<file path="src/rtl/lsu_master.sv">
// lsu_master: load/store initiator between the core and a word-wide,
// big-endian data memory. Sub-word loads extract and extend the addressed
// lane; sub-word stores use read-modify-write. Completion is a one-cycle
// done pulse.
//
// Optional feature macro: LSU_MISALIGN_TRAP_EN
//   defined   - misaligned half/word requests complete immediately with
//               misalign=1 and no memory access.
//   undefined - misalign is constant 0; low address bits are forced to the
//               access alignment and the access proceeds normally.
module lsu_master #(
   parameter int unsigned HOLD_CYCLES = 0,
   parameter int unsigned ADDR_W      = 32
) (
   input  logic              clk,
   input  logic              rst,
   input  logic              req,
   input  logic              we,
   input  logic [1:0]        size,
   input  logic              sign_ext,
   input  logic [ADDR_W-1:0] addr,
   input  logic [31:0]       wdata,
   output logic              busy,
   output logic              done,
   output logic [31:0]       rdata,
   output logic              misalign,
   output logic [ADDR_W-1:0] mem_addr,
   output logic [31:0]       mem_wdata,
   output logic              mem_write,
   output logic              mem_read,
   input  logic [31:0]       mem_rdata
);

   localparam int unsigned CNT_W = (HOLD_CYCLES > 0) ? $clog2(HOLD_CYCLES + 1) : 1;

   typedef enum logic [1:0] {S_IDLE, S_RD, S_WR, S_DONE} state_t;

   state_t              state_q, state_d;
   logic                we_q, we_d;
   logic [1:0]          size_q, size_d;
   logic                sign_q, sign_d;
   logic [ADDR_W-1:0]   addr_q, addr_d;
   logic [31:0]         wdata_q, wdata_d;
   logic [31:0]         word_q, word_d;
   logic [31:0]         rdata_q, rdata_d;
   logic                misalign_q, misalign_d;
   logic [CNT_W-1:0]    cnt_q, cnt_d;
   logic                mis_w;
   logic                last_w;

   // Pick the addressed lane (big-endian) and extend it to 32 bits.
   function automatic logic [31:0] load_extract(input logic [31:0] w, input logic [1:0] sz,
                                                input logic sx, input logic [1:0] off);
      logic [7:0]  b;
      logic [15:0] h;
      case (off)
         2'd0:    b = w[31:24];
         2'd1:    b = w[23:16];
         2'd2:    b = w[15:8];
         default: b = w[7:0];
      endcase
      h = off[1] ? w[15:0] : w[31:16];
      if (sz[1])      return w;
      else if (sz[0]) return {{16{sx & h[15]}}, h};
      else            return {{24{sx & b[7]}}, b};
   endfunction

   // Replace the addressed lane of the captured word with right-justified store data.
   function automatic logic [31:0] store_merge(input logic [31:0] w, input logic [31:0] d,
                                               input logic [1:0] sz, input logic [1:0] off);
      logic [31:0] r;
      r = w;
      if (sz[1]) begin
         r = d;
      end else if (sz[0]) begin
         if (off[1]) r[15:0]  = d[15:0];
         else        r[31:16] = d[15:0];
      end else begin
         case (off)
            2'd0:    r[31:24] = d[7:0];
            2'd1:    r[23:16] = d[7:0];
            2'd2:    r[15:8]  = d[7:0];
            default: r[7:0]   = d[7:0];
         endcase
      end
      return r;
   endfunction

`ifdef LSU_MISALIGN_TRAP_EN
   assign mis_w = ((size == 2'b01) && addr[0]) || (size[1] && (addr[1:0] != 2'b00));
`else
   assign mis_w = 1'b0;
`endif

   assign last_w = (cnt_q == CNT_W'(HOLD_CYCLES));

   // Next-state and operand/result register updates.
   always_comb begin
      // NOTE: every signal gets a default first so no path leaves it unassigned (no latches).
      state_d    = state_q;
      we_d       = we_q;
      size_d     = size_q;
      sign_d     = sign_q;
      addr_d     = addr_q;
      wdata_d    = wdata_q;
      word_d     = word_q;
      rdata_d    = rdata_q;
      misalign_d = misalign_q;
      cnt_d      = cnt_q;
      case (state_q)
         S_IDLE: begin
            cnt_d = '0;
            if (req) begin
               we_d       = we;
               size_d     = size;
               sign_d     = sign_ext;
               addr_d     = addr;
               wdata_d    = wdata;
               misalign_d = mis_w;
               if (mis_w)                 state_d = S_DONE;
               else if (!we || !size[1])  state_d = S_RD;
               else                       state_d = S_WR;
            end
         end
         S_RD: begin
            if (last_w) begin
               cnt_d  = '0;
               word_d = mem_rdata;
               if (!we_q) begin
                  rdata_d = load_extract(mem_rdata, size_q, sign_q, addr_q[1:0]);
                  state_d = S_DONE;
               end else begin
                  state_d = S_WR;
               end
            end else begin
               cnt_d = cnt_q + 1'b1;
            end
         end
         S_WR: begin
            if (last_w) begin
               cnt_d   = '0;
               state_d = S_DONE;
            end else begin
               cnt_d = cnt_q + 1'b1;
            end
         end
         default: state_d = S_IDLE;
      endcase
   end

   // State and datapath registers; reset aborts any access immediately.
   always_ff @(posedge clk or posedge rst) begin
      // NOTE: sequential state uses non-blocking assignments so all registers update together.
      if (rst) begin
         state_q    <= S_IDLE;
         we_q       <= 1'b0;
         size_q     <= 2'b00;
         sign_q     <= 1'b0;
         addr_q     <= '0;
         wdata_q    <= '0;
         word_q     <= '0;
         rdata_q    <= '0;
         misalign_q <= 1'b0;
         cnt_q      <= '0;
      end else begin
         state_q    <= state_d;
         we_q       <= we_d;
         size_q     <= size_d;
         sign_q     <= sign_d;
         addr_q     <= addr_d;
         wdata_q    <= wdata_d;
         word_q     <= word_d;
         rdata_q    <= rdata_d;
         misalign_q <= misalign_d;
         cnt_q      <= cnt_d;
      end
   end

   assign busy      = (state_q != S_IDLE);
   assign done      = (state_q == S_DONE);
   assign mem_read  = (state_q == S_RD);
   assign mem_write = (state_q == S_WR);
   assign mem_addr  = {addr_q[ADDR_W-1:2], 2'b00};
   assign mem_wdata = store_merge(word_q, wdata_q, size_q, addr_q[1:0]);
   assign rdata     = rdata_q;
   assign misalign  = misalign_q;

endmodule

</file>
<file path="config.mk">
export PLATFORM = sky130hd
export DESIGN_NAME = lsu_master
export DESIGN_NICKNAME = d
export VERILOG_FILES = /design/src/rtl/lsu_master.sv
export SDC_FILE = /design/constraint.sdc
export NUM_CORES = 1
export LEC_CHECK = 0
export ABC_AREA = 1
export ABC_CLOCK_PERIOD_IN_PS = 4600
export BUFFER_PORTS_ARGS = -buffer_cell sky130_fd_sc_hd__buf_2
export CORE_MARGIN = 4
export CORE_UTILIZATION = 35
export DETAILED_ROUTE_END_ITERATION = 6
export GPL_TIMING_DRIVEN = 0
export PLACE_DENSITY_LB_ADDON = 0.15
export SYNTH_ARGS = -nofsm -noshare
export SYNTH_HDL_FRONTEND = slang
export SYNTH_SLANG_ARGS = --single-unit
</file>
<file path="constraint.sdc">
create_clock -name clk -period 4.6 [get_ports clk]
set_clock_uncertainty 0.2 [all_clocks]
set_input_delay 0.23 -clock clk [delete_from_list [all_inputs] [get_ports clk]]
set_output_delay 0.23 -clock clk [all_outputs]
set_load 0.1 [all_outputs]
</file>
* After elaboration in Yosys (flattened, before gate mapping) *
Index checks and enable logic that the tools add are counted.

operators by class
  $add $sub $neg = 1
  equal/unequal tests = 8
  mux-type cells = 23
  bitwise operators = 4
  reductions and logical operators = 13

operators by type and width
  cell                                                 count
  two-way mux 32 bit                                   4
  two-way mux 8 bit                                    7
  two-way mux 16 bit                                   3
  one-hot mux 8 bit (3 select lines)                   1
  two-way mux 2 bit                                    4
  equality test 2 bit, second input constant           3
  inequality test 2 bit, second input constant         3
  one-hot mux 2 bit (3 select lines)                   1
  AND reduction 3 bit                                  2
  equality test 2 x 1 -> 1 bit, second input constant  2
  zero test 2 bit                                      2
  AND reduction 2 bit                                  2
  nonzero test 2 bit                                   2
  OR reduction 3 bit                                   1
  bitwise AND 1 bit                                    2
  zero test 1 bit                                      2
  two-way mux 1 bit                                    2
  inverter 1 bit                                       2
  one-hot mux 1 bit (2 select lines)                   1
  OR reduction 2 bit                                   1
  adder 1 bit, second input constant                   1
  logical OR 1 bit                                     1

word-level totals
  bits in registers = 135
  bits of input ports = 103
  output and inout port bits = 101
  word-level logic and storage cells = 58

* Depth between registers and ports, before layout *
  depth in word-level cells = 8
  mapped depth = 9
  gate-level depth less buffers = 9

* Worst setup path before layout *
Ideal clock, no wire load.

  path type = register to output
  from = reg size_q[0]
  to = out mem_wdata[0]
  arrival = 3175 ps
  data required time = 4170 ps
  setup slack = 995 ps
  cell stages (with the launch flop) = 8
  buffers on the path = 2
  cell sequence = dfrtp_1 > buf_2 > inv_2 > nand2_4 > nand2_4 > nand2_2 > buf_2 > o21ai_0

between the ends
  longest elaborated chain between the ends = 2

ends and longest elaborated chain
  element                 line  RTL
  from (decl)             40    logic [1:0] size_q, size_d;
  from (signal assigned)  168   size_q <= size_d;
  two-way mux 32 bit      75    end else if (sz[0]) begin
  two-way mux 32 bit      73    if (sz[1]) begin
  to (decl)               28    output logic [31:0] mem_wdata,

Every way passes these cells.

* Worst setup path after layout *
  from = reg addr_q[1]
  to = out mem_wdata[28]

between the ends
  longest elaborated chain between the ends = 4
  elaborated cells between the ends (all ways) = 5
  classes of those cells = mux: 4; reduce/logical: 1

ends and longest elaborated chain
  element                 line  RTL
  from (decl)             42    logic [ADDR_W-1:0] addr_q, addr_d;
  from (signal assigned)  170   addr_q <= addr_d;
  zero test 2 bit         79    case (off)
  two-way mux 8 bit       79
  two-way mux 32 bit *    75
  two-way mux 32 bit *    73

Every way passes the cells marked *; elsewhere a longest branch is shown, timed or not.

==> flow_summary.html <==
<table>
<tr><th>Metric</th><th>Value</th></tr>
<tr><th colspan="2">Drt</th></tr>
<tr><td>Wire length after detailed routing</td><td>between 20 and 25 mm</td></tr>
<tr><td>Per-cell routed wire length</td><td>around 17 um</td></tr>
<tr><td>Overall via count from detail_route</td><td>between 6,000 and 7,000</td></tr>
<tr><td>Initial DRC Count</td><td>269</td></tr>
<tr><td>Number of detailed-route iterations in the first pass</td><td>5</td></tr>
<tr><td>Vias per cell</td><td>between 4 and 5</td></tr>
<tr><td>Number of remaining DRC errors</td><td>0</td></tr>
<tr><td>Post-detailed-route count of antenna-violating nets</td><td>0</td></tr>
<tr><th colspan="2">Worst setup path</th></tr>
<tr><td>Required time at the worst-slack endpoint</td><td>between 4 and 5 ns</td></tr>
<tr><td>Data arrival time of the critical path</td><td>about 2.5 ns</td></tr>
<tr><td>Slowest cell on the critical path</td><td>sky130_fd_sc_hd__buf_2</td></tr>
<tr><td>Top cell by count, worst path</td><td>sky130_fd_sc_hd__buf_2</td></tr>
<tr><td>Number of buffers and inverters on the critical path</td><td>3</td></tr>
<tr><td>Type of origin of the critical path</td><td>flip-flop</td></tr>
<tr><td>Critical Setup Path Class</td><td>flip-flop to output port</td></tr>
<tr><td>Critical path capture point type</td><td>output port</td></tr>
<tr><td>Worst path max stage delay</td><td>0.49 ns</td></tr>
<tr><td>Critical-path maximum fanout</td><td>10</td></tr>
<tr><td>Kind of cell with the highest combined delay on the critical path</td><td>buffers and inverters</td></tr>
<tr><td>Critical-path cell list</td><td>buf_4, nor2_1, buf_2, o211ai_1, a21oi_1, buf_2</td></tr>
<tr><th colspan="2">STA</th></tr>
<tr><td>Setup repair after global routing missed its margin</td><td>false</td></tr>
<tr><td>Worst-margin pin slew</td><td>around 0.61 ns</td></tr>
<tr><td>Slew margin rel.</td><td>just under 60%</td></tr>
<tr><td>Period utilization</td><td>a little over three fifths</td></tr>
<tr><td>Count of pins over their slew limit</td><td>0</td></tr>
<tr><td>Setup Viol. Count Final</td><td>0</td></tr>
<tr><td>Peak Freq</td><td>~340 MHz</td></tr>
<tr><td>Min Clock Period, post-route</td><td>approximately 2.9 ns</td></tr>
<tr><td>Post-route setup TNS</td><td>0 ns</td></tr>
<tr><td>Final-report hold violation count</td><td>0</td></tr>
<tr><th colspan="2">Final layout</th></tr>
<tr><td>Layout Nets</td><td>approximately 1,200</td></tr>
<tr><td>Share of post-route cells with drive strength above 1</td><td>a little under a third</td></tr>
<tr><td>Ant. Diodes</td><td>0</td></tr>
<tr><td>Synthesis-to-layout area growth</td><td>45.5%</td></tr>
<tr><th colspan="2">CTS</th></tr>
<tr><td>CTS tree</td><td>done</td></tr>
<tr><td>TritonCTS Sinks</td><td>about 130</td></tr>
<tr><td>Post-CTS Setup Repair Bufs</td><td>0</td></tr>
<tr><td>Clock Tree Root</td><td>sky130_fd_sc_hd__clkbuf_16</td></tr>
<tr><td>Bufs on Longest Clock Path</td><td>2</td></tr>
<tr><td>Clock-pin slew on the worst setup and hold paths</td><td>0.06 ns</td></tr>
<tr><td>Number of buffers created by CTS</td><td>17</td></tr>
<tr><td>Total number of H-tree levels</td><td>4</td></tr>
<tr><td>Clock latency on the worst-skew pair</td><td>around 0.42 ns</td></tr>
<tr><th colspan="2">Run</th></tr>
<tr><td>Number of max-capacitance violations reported</td><td>0</td></tr>
<tr><th colspan="2">Global routing</th></tr>
<tr><td>Antenna violations before repair</td><td>0</td></tr>
<tr><td>Pin count of the biggest net entering global routing</td><td>between 90 and 100</td></tr>
<tr><td>GRT Total Usage</td><td>21.3%</td></tr>
<tr><td>Residual overflow from global routing</td><td>0</td></tr>
<tr><td>Wire length of the first global-routing pass</td><td>around 36 mm</td></tr>
<tr><td>Number of global-route vias before repair</td><td>6,692</td></tr>
<tr><th colspan="2">Yosys</th></tr>
<tr><td>Mean area per synthesized cell</td><td>between 8 and 9 sq um</td></tr>
<tr><td>Post-synthesis instance total</td><td>789</td></tr>
<tr><td>Number of unique standard cell types used by synthesis</td><td>26</td></tr>
<tr><td>Yosys warns</td><td>0</td></tr>
<tr><td>Area share of the leading cell type in the synthesized netlist</td><td>roughly half</td></tr>
<tr><td>Area contributors post-synth</td><td>sky130_fd_sc_hd__dfrtp_1, sky130_fd_sc_hd__nand2_1, sky130_fd_sc_hd__mux2_2</td></tr>
<tr><td>Synth area leader</td><td>sky130_fd_sc_hd__dfrtp_1</td></tr>
<tr><td>Post-synthesis instance area</td><td>0.00669 sq mm</td></tr>
<tr><td>Portion of the post-synthesis area used by sequential elements</td><td>50.1%</td></tr>
<tr><td>Number of register bits inferred by synthesis</td><td>around 130</td></tr>
<tr><th colspan="2">Die</th></tr>
<tr><td>Site Rows</td><td>50</td></tr>
<tr><td>Effective utilization at floorplan</td><td>a little over a third</td></tr>
<tr><td>Die Span X</td><td>~150 um</td></tr>
<tr><td>Overall die area</td><td>0.0214 sq mm</td></tr>
<tr><td>Number of top-level pins</td><td>around 200</td></tr>
<tr><td>Die height</td><td>around 150 um</td></tr>
<tr><td>Core area</td><td>0.0188 sq mm</td></tr>
<tr><th colspan="2">Placement</th></tr>
<tr><td>Buffers on Ports</td><td>200</td></tr>
<tr><td>DP HPWL</td><td>roughly 16 mm</td></tr>
<tr><td>Gpl congestion</td><td>around 0.87</td></tr>
<tr><th colspan="2">Hold path</th></tr>
<tr><td>Worst hold path type</td><td>primary input to async pin</td></tr>
<tr><th colspan="2">Outcome</th></tr>
<tr><td>Run status</td><td>completed</td></tr>
</table>
-- final cells by class --
type / count / area, sq um
flip-flops and latches: 134 / 3350
plain buffers: 73 / 433
repair buffers: 303 / 2050
clock buffers: 20 / 467
fillers: 1835 / 9030
clock inverters: 12 / 223
multi-input cells: 514 / 2650
inverters: 70 / 268
well taps: 234 / 293
-- metal layers --
layer | up-vias | global-route usage, % | part of all wire, %
met5 | - | 0 | 0
met4 | 0 | 5.93 | 1.6
met3 | 28 | 5.52 | 6.4
met2 | 216 | 36.2 | 49
met1 | 3039 | 27.0 | 43
li1 | 3170 | - | -
-- worst register-to-register path: stages, from the launching register on --
cell                       delay [ns]
sky130_fd_sc_hd__dfrtp_1         0.40
sky130_fd_sc_hd__inv_1           0.11
sky130_fd_sc_hd__ha_1            0.30
sky130_fd_sc_hd__clkbuf_1        0.41
sky130_fd_sc_hd__clkbuf_1        0.50
sky130_fd_sc_hd__nand2_1         0.16
sky130_fd_sc_hd__o21ai_0         0.11
-- placed cells by master, fill, tap and decap left out, drive strengths merged --
master,count
inv,69
buf,255
a31oi,2
nand3,21
ha,4
dfrtp,134
clkbuf,39
o22ai,1
conb,3
o21ai,74
a21oi,100
mux2,48
a211oi,1
o211ai,7
nand2,195
bufinv,6
clkinvlp,2
clkinv,5
dlygate4sd3,102
or2,1
nor2,57
-- repair_timing --
item	CTS	global route
hold buffers	102	0
endpoints found under the hold margin	164	0
setup endpoints to repair	0	0
resized for setup	0	0
-- cells by family (layout without fill, tap and decap cells) --
group / after synthesis / in the layout / synth area share [%]
AO/OA/AOI/OAI: 185 / 185 / 14.2
AND/OR/NAND/NOR: 274 / 274 / 16.4
flip-flops: 134 / 134 / 50.1
buffers and inverters: 143 / 478 / 10.4
other: 1 / 3 / 0.0561
multiplexers: 48 / 48 / 8.08
adder cells (fa/ha/maj): 4 / 4 / 0.748
-- state kept, by name, summed over array words and instances, names as in the netlist --
name	count
addr_q	32
rdata	32
sign_q	1
size_q	2
state_q	2
wdata_q	32
we_q	1
word_q	32
-- cell usage after synthesis --
library cell and n:
sky130_fd_sc_hd__o21ai_0 74, sky130_fd_sc_hd__buf_2 16, sky130_fd_sc_hd__nor2_4 1, sky130_fd_sc_hd__nand3_2 1, sky130_fd_sc_hd__nand2_1 190, sky130_fd_sc_hd__ha_1 4
sky130_fd_sc_hd__conb_1 1, sky130_fd_sc_hd__a211oi_1 1, sky130_fd_sc_hd__buf_4 35, sky130_fd_sc_hd__nand2_2 2, sky130_fd_sc_hd__inv_1 65, sky130_fd_sc_hd__clkinv_1 1
sky130_fd_sc_hd__nand2_4 3, sky130_fd_sc_hd__a21oi_1 100, sky130_fd_sc_hd__inv_2 4, sky130_fd_sc_hd__mux2_2 48, sky130_fd_sc_hd__o22ai_1 1, sky130_fd_sc_hd__buf_6 1
sky130_fd_sc_hd__or2_2 1, sky130_fd_sc_hd__nand3_1 20, sky130_fd_sc_hd__buf_1 2, sky130_fd_sc_hd__dfrtp_1 134, sky130_fd_sc_hd__a31oi_1 2, sky130_fd_sc_hd__clkbuf_1 19
sky130_fd_sc_hd__nor2_1 56, sky130_fd_sc_hd__o211ai_1 7
-- worst paths after layout --
check / slack, ns / startpoint / cells after the start / end
worst min-delay path: 0.19 / rst / 3 / addr_q[31]$_DFFE_PP0P_
min in group clk: 0.27 / rdata[8]$_DFFE_PP0P_ / 2 / rdata[8]$_DFFE_PP0P_
worst max-delay path: 1.69 / addr_q[1]$_DFFE_PP0P_ / 6 / mem_wdata[28]
max in group asynchronous: 3.23 / rst / 4 / wdata_q[23]$_DFFE_PP0P_
worst max register to register: 2.34 / state_q[1]$_DFFE_PP0P_ / 6 / word_q[2]$_DFFE_PP0N_
worst min register to register: 0.27 / rdata[8]$_DFFE_PP0P_ / 2 / rdata[8]$_DFFE_PP0P_
-- per-stage QoR --
stage	hold WS [ns]	instance area (sq um)	instances	setup WS, ns	util, %
floorplan	0.147	6700	791	0.587	-
global placement	0.262	7990	1225	-1.29	42.6
detailed placement	0.0855	8020	1226	2.22	42.8
CTS	0.179	9730	1360	1.71	51.9
global route	0.220	9730	1360	1.55	51.9
finish	0.186	9730	1360	1.69	51.9
Power is not shown: default switching activity piles up to over one toggle a cycle in this logic, so the estimate is an artifact.
